`src/rtl/tri_pkg.sv`:
```
// Shared definitions for the triangle decoder: FSM states, default
// parameters and the 16-bit counter width.
// Optional feature macro used by this slice: TRIANGLE_DECODER_PERIOD_EN.
package tri_pkg;

  localparam int DEF_WIDTH  = 8;
  localparam int DEF_STEP   = 1;
  localparam int DEF_LOCK_N = 4;
  localparam int CNT_W      = 16;

  typedef enum logic [1:0] {
    IDLE  = 2'd0,
    FIRST = 2'd1,
    RISE  = 2'd2,
    FALL  = 2'd3
  } state_e;

  // Increment that sticks at all-ones instead of wrapping.
  function automatic logic [CNT_W-1:0] sat_inc(input logic [CNT_W-1:0] v);
    return (&v) ? v : v + 1'b1;
  endfunction

endpackage

```
`src/rtl/tri_step_class.sv`:
```
// Classifies the step from prev to sample as UP (+STEP), DOWN (-STEP) or BAD.
// The difference is taken in WIDTH+1 signed arithmetic, so a wrap such as
// 0xFF -> 0x00 is a large negative step and therefore BAD.
module tri_step_class #(
  parameter int WIDTH = 8,
  parameter int STEP  = 1
) (
  input  logic [WIDTH-1:0] prev,
  input  logic [WIDTH-1:0] sample,
  output logic             up,
  output logic             down,
  output logic             bad
);

  localparam logic signed [WIDTH:0] STEP_POS = (WIDTH+1)'(STEP);
  localparam logic signed [WIDTH:0] STEP_NEG = (WIDTH+1)'(-STEP);

  logic signed [WIDTH:0] delta;

  // Zero-extend both operands so the subtraction never wraps.
  always_comb begin
    delta = $signed({1'b0, sample}) - $signed({1'b0, prev});
    up    = (delta == STEP_POS);
    down  = (delta == STEP_NEG);
    bad   = !(up || down);
  end

endmodule

```
`src/rtl/triangle_decoder.sv`:
```
// Triangle-wave stream decoder: tracks ramp direction, locks after LOCK_N
// consistent steps, flags top/bottom turnarounds and pattern violations,
// and counts completed periods.
// Define TRIANGLE_DECODER_PERIOD_EN to add the valley-to-valley sample
// counter that drives the period output; otherwise period is tied to 0.
module triangle_decoder
  import tri_pkg::*;
#(
  parameter int WIDTH  = DEF_WIDTH,
  parameter int STEP   = DEF_STEP,
  parameter int LOCK_N = DEF_LOCK_N
) (
  input  logic               clk,
  input  logic               rst,
  input  logic               in_valid,
  input  logic [WIDTH-1:0]   in_data,
  output logic               dir,
  output logic               lock,
  output logic               peak_strobe,
  output logic               valley_strobe,
  output logic [WIDTH-1:0]   peak,
  output logic               err,
  output logic [CNT_W-1:0]   cycles,
  output logic [CNT_W-1:0]   period
);

  localparam int RUN_W = $clog2(LOCK_N + 1);
  localparam logic [RUN_W-1:0] RUN_MAX = RUN_W'(LOCK_N);

  state_e             state_q, state_d;
  logic [WIDTH-1:0]   prev_q, prev_d;
  logic [RUN_W-1:0]   run_q, run_d, run_inc;
  logic               dir_d, lock_d, peak_strobe_d, valley_strobe_d, err_d;
  logic [WIDTH-1:0]   peak_d;
  logic [CNT_W-1:0]   cycles_d;
  logic               step_up, step_down, step_bad;

  tri_step_class #(
    .WIDTH (WIDTH),
    .STEP  (STEP)
  ) u_step_class (
    .prev   (prev_q),
    .sample (in_data),
    .up     (step_up),
    .down   (step_down),
    .bad    (step_bad)
  );

  assign run_inc = (run_q == RUN_MAX) ? run_q : run_q + 1'b1;

  // Next-state and next-output decode for one accepted sample.
  always_comb begin
    // NOTE: every signal gets a default before any branch so no latch is inferred.
    state_d         = state_q;
    prev_d          = prev_q;
    run_d           = run_q;
    dir_d           = dir;
    lock_d          = lock;
    peak_d          = peak;
    cycles_d        = cycles;
    peak_strobe_d   = 1'b0;
    valley_strobe_d = 1'b0;
    err_d           = 1'b0;

    if (in_valid) begin
      prev_d = in_data;
      unique case (state_q)
        IDLE: state_d = FIRST;
        FIRST: begin
          if (step_up) begin
            state_d = RISE;
            dir_d   = 1'b1;
            run_d   = RUN_W'(1);
          end else if (step_down) begin
            state_d = FALL;
            dir_d   = 1'b0;
            run_d   = RUN_W'(1);
          end else begin
            err_d = 1'b1;
          end
        end
        RISE: begin
          if (!step_bad) begin
            run_d = run_inc;
            if (step_down) begin
              state_d       = FALL;
              dir_d         = 1'b0;
              peak_d        = prev_q;
              peak_strobe_d = 1'b1;
            end
          end
        end
        FALL: begin
          if (!step_bad) begin
            run_d = run_inc;
            if (step_up) begin
              state_d         = RISE;
              dir_d           = 1'b1;
              valley_strobe_d = 1'b1;
              if (lock) cycles_d = sat_inc(cycles);
            end
          end
        end
        default: state_d = IDLE;
      endcase

      // A broken ramp drops back to FIRST and restarts acquisition.
      if ((state_q == RISE || state_q == FALL) && step_bad) begin
        err_d   = 1'b1;
        lock_d  = 1'b0;
        run_d   = '0;
        dir_d   = 1'b0;
        state_d = FIRST;
      end

      if (!err_d && run_d == RUN_MAX) lock_d = 1'b1;
    end
  end

  // State and output registers with synchronous reset.
  always_ff @(posedge clk) begin
    // NOTE: sequential state uses non-blocking assignments only.
    if (rst) begin
      state_q       <= IDLE;
      prev_q        <= '0;
      run_q         <= '0;
      dir           <= 1'b0;
      lock          <= 1'b0;
      peak_strobe   <= 1'b0;
      valley_strobe <= 1'b0;
      err           <= 1'b0;
      peak          <= '0;
      cycles        <= '0;
    end else begin
      state_q       <= state_d;
      prev_q        <= prev_d;
      run_q         <= run_d;
      dir           <= dir_d;
      lock          <= lock_d;
      peak_strobe   <= peak_strobe_d;
      valley_strobe <= valley_strobe_d;
      err           <= err_d;
      peak          <= peak_d;
      cycles        <= cycles_d;
    end
  end

`ifdef TRIANGLE_DECODER_PERIOD_EN
  logic [CNT_W-1:0] cnt_q;
  logic [CNT_W-1:0] period_q;
  logic             cnt_run_q;

  // Valley-to-valley sample counter; a violation stops it until the next valley.
  always_ff @(posedge clk) begin
    if (rst) begin
      cnt_q     <= '0;
      period_q  <= '0;
      cnt_run_q <= 1'b0;
    end else if (in_valid) begin
      if (err_d) begin
        cnt_q     <= '0;
        cnt_run_q <= 1'b0;
      end else if (valley_strobe_d) begin
        if (cnt_run_q) period_q <= sat_inc(cnt_q);
        cnt_q     <= '0;
        cnt_run_q <= 1'b1;
      end else if (cnt_run_q) begin
        cnt_q <= sat_inc(cnt_q);
      end
    end
  end

  assign period = period_q;
`else
  assign period = '0;
`endif

endmodule

```
`config.mk`:
```
export PLATFORM = sky130hd
export DESIGN_NAME = triangle_decoder
export DESIGN_NICKNAME = d
export VERILOG_FILES = /design/src/rtl/tri_pkg.sv /design/src/rtl/tri_step_class.sv /design/src/rtl/triangle_decoder.sv
export SDC_FILE = /design/constraint.sdc
export NUM_CORES = 1
export LEC_CHECK = 0
export ABC_AREA = 1
export BUFFER_PORTS_ARGS = -buffer_cell sky130_fd_sc_hd__buf_4
export CAP_MARGIN = 40
export CORE_MARGIN = 10
export CORE_UTILIZATION = 59
export CTS_CLUSTER_SIZE = 12
export DETAILED_ROUTE_END_ITERATION = 16
export GPL_ROUTABILITY_DRIVEN = 0
export GPL_TIMING_DRIVEN = 1
export PLACE_DENSITY = 0.85
export SYNTH_ARGS = -nofsm -noshare
export SYNTH_HDL_FRONTEND = slang
export SYNTH_SLANG_ARGS = --single-unit
```
`constraint.sdc`:
```
create_clock -name clk -period 6.34 [get_ports clk]
set_clock_uncertainty 0.15 [all_clocks]
set_input_delay 0.634 -clock clk [delete_from_list [all_inputs] [get_ports clk]]
set_output_delay 0.634 -clock clk [all_outputs]
set_load 0.02 [all_outputs]
```
==> results.sh <==
export IMPL_postSynthAreaPerCell_sq_um=6.63
export IMPL_status="complete, no violations"
export IMPL_io_buffer_count=39
export IMPL_grt_antenna_before_repair=0
export IMPL_gr_total_overflow=0
export IMPL_grt_pass1_vias=2557
export IMPL_placed_cells=486
export IMPL_ys_ff_latch=42
export IMPL_dieHeight_um=87.5
export IMPL_max_cap_violations=0
export IMPL_die_area_sq_um=7650
export IMPL_vias=2643
export IMPL_fillers=408
export IMPL_clock_sinks=42
export IMPL_rsz0062_at_grt="false"
export IMPL_peakVddDrop_v=0.000112
export IMPL_grt_max_degree=31
export IMPL_cp_required_ps=6360
export IMPL_nNetsFinal=465
export IMPL_finalSetupTns_ps=0
export IMPL_highest_layer="met4"
export IMPL_synth_async_sr_flop_share=0
export IMPL_via_per_inst=5.36
export IMPL_synth_edf_count=0
export IMPL_power_density_nw_per_um2=186
export IMPL_slew_violations=0
export IMPL_post_route_period_util=0.472
export IMPL_cts_tree="built"
export IMPL_critPathBufInv=3
export IMPL_core_sq_um=4380
export IMPL_syn_inst=405
export IMPL_diodes=0
export IMPL_period_needed_ps=2990
export IMPL_grt_pass1_wl_um=11200
export IMPL_p_total_uw=561
export IMPL_ys_seq_area_frac=0.313
export IMPL_synth_warnings=0
export IMPL_critPathTopFamily="simple AND/OR/NAND/NOR gates"
export IMPL_hold_class="flop to flop"
export IMPL_postCtsSetupBuffers=0
export IMPL_syn_cell_area_sq_um=2690
export IMPL_firstDrtPassIters=4
export IMPL_drc=0
export IMPL_ctsResizeCount=0
export IMPL_critical_path_slowest_cell="fa_1"
export IMPL_wire_per_inst_um=13.0
export IMPL_clockRootBuffer="clkbuf_8"
export IMPL_start_kind="input port"
export IMPL_areaGrowthSynthToFinish_pct=12.2
export IMPL_worstSetupPathType="input port to flop"
export IMPL_multi_input_area_sq_um=1490
export IMPL_p_leak_uw=0.00141
export IMPL_worstMarginPinSlew_ps=797
export IMPL_utilization=0.688
export IMPL_antenna_left=0
export IMPL_drt_iter0_drc=114
export IMPL_rows=24
export IMPL_crit_arrival_ps=3010
export IMPL_critPathMaxStageDelay_ps=410
export IMPL_track_usage=0.175
export IMPL_die_w_um=87.5
export IMPL_dp_hpwl_um=5040
export IMPL_crit_fanout=16
export IMPL_ys_dominant_reg_cell="dfxtp_1"
export IMPL_wl_met2_um=3090
export IMPL_wl_met3_um=445
export IMPL_clkLatencyLatePin_ps=290
export IMPL_io_pins=56
export IMPL_initial_core_util=0.613
export IMPL_cp_end_kind="flop"
export IMPL_place_ws_ps=3080
export IMPL_h_tree_depth=2
export IMPL_setup_ws_ps=3350
export IMPL_wl_met1_um=2740
export IMPL_hold_violations=0
export IMPL_setup_viol=0
export IMPL_cts_path_max_buffers=2
export IMPL_clkTransAtPathRegs_ps=80
export IMPL_regArea_sq_um=841
export IMPL_slew_headroom=0.468
export IMPL_cts_hold_fix_buffers=0
export IMPL_drive_gt1_frac=0.136
export IMPL_crit_path_cell_trace="buf_4 > inv_1 > ha_1 > fa_1 > inv_1 > nand3_1 > nand3_1 > nand2_1 > nor2_1 > nand2_1 > nor2_1 > nand3_2 > nor2_1 > nand2_1 > o21ai_0 > a21oi_1"
export IMPL_wl_um=6430
export IMPL_ys_types=35
export IMPL_instances_no_fill=493
export IMPL_cts_made_buffers=5
export IMPL_fmax_ghz=0.334
cells in the final DEF (no fill, tap or decap), types with 2 or more instances in the layout:
master    Yosys  final
a211oi_1      2      2
a21oi_1      38     38
a31oi_1       2      2
buf_4        16     39
clkbuf_1      7      2
clkbuf_8      0      5
conb_1        1     16
dfxtp_1      42     42
ha_1         12     12
inv_1        65     65
nand2_1      90     90
nand2_2       4      4
nand3_1      25     25
nand3_2       2      2
nand4_1       6      6
nor2_1       25     25
nor2_2        2      2
nor2_4        2      2
nor3_1        8      8
nor4_1        5      5
o21ai_0      31     31
o21ai_1       4      4
xnor2_1       2      2
xor2_1        2      2
layer usage:
layer  GRT usage  vias up
met5           0        -
met4      0.0870        0
met2       0.290       97
met3      0.0393       16
li1            -     1347
met1       0.205     1183
cell families (layout without fill, tap and decap cells):
logic type | after synthesis | count (layout) | synth area share
other | 1 | 16 | 0.00140
buffers and inverters | 91 | 112 | 0.153
DFF | 42 | 42 | 0.313
adders and majority gates | 13 | 13 | 0.0633
AOI/OAI and AO/OA | 81 | 81 | 0.161
and+or+nand+nor | 173 | 173 | 0.295
xor gates and xnor gates | 4 | 4 | 0.0130
per-stage QoR:
step | hold slack [ps] | cell area (sq um)
2_1_floorplan | 299 | 2740
3_3_place_gp | 283 | 2940
3_5_place_dp | 289 | 2940
4_1_cts | 300 | 3010
5_1_grt | 319 | 3010
6_report | 300 | 3010
final cells by class:
cell class	count	area share
repair buffers	39	0.0971
flip-flops and latches	42	0.279
clock buffers	7	0.0253
inverters	66	0.0822
well taps	52	0.0216
multi-input cells	287	0.495
tightest hold or removal path: stages, from the launching register on:
cell	delay, ps
dfxtp_1	310
inv_1	50
a21oi_1	50
sequential cells by signal (all words and copies together), names as in the netlist, 2 cells and up:
register and count:
cycles 16, run_q 3, prev_q 8, peak 8, state_q 2
Yosys cell counts, types with 2 or more instances:
cell      number  area share
a211oi_1       2      0.0056
a21oi_1       38       0.071
a31oi_1        2      0.0047
buf_4         16       0.045
clkbuf_1       7      0.0098
dfxtp_1       42        0.31
ha_1          12       0.056
inv_1         65       0.091
nand2_1       90        0.13
nand2_2        4      0.0093
nand3_1       25       0.047
nand3_2        2      0.0075
nand4_1        6       0.014
nor2_1        25       0.035
nor2_2         2      0.0047
nor2_4         2      0.0084
nor3_1         8       0.015
nor4_1         5       0.012
o21ai_0       31       0.058
o21ai_1        4      0.0075
xnor2_1        2      0.0065
xor2_1         2      0.0065
worst paths after layout:
kind | to | startpoint | cells past startpoint | slack (ps)
hold / removal | peak[1] | peak[1] | 2 | 300
hold reg to reg | peak[1] | peak[1] | 2 | 300
setup / recovery | peak[4] | in_data[0] | 16 | 3350
setup reg to reg | peak[4] | prev_q[0] | 14 | 3480
where the power goes:
| group | total (uW) | switching, uW | internal [uW] |
|---|---|---|---|
| combinational | 122 | 80.4 | 41.2 |
| sequential | 276 | 5.44 | 270 |
| clock | 163 | 87.1 | 75.9 |
| total | 561 | 173 | 388 |
Note: power is estimated with default switching activity, not from simulation.
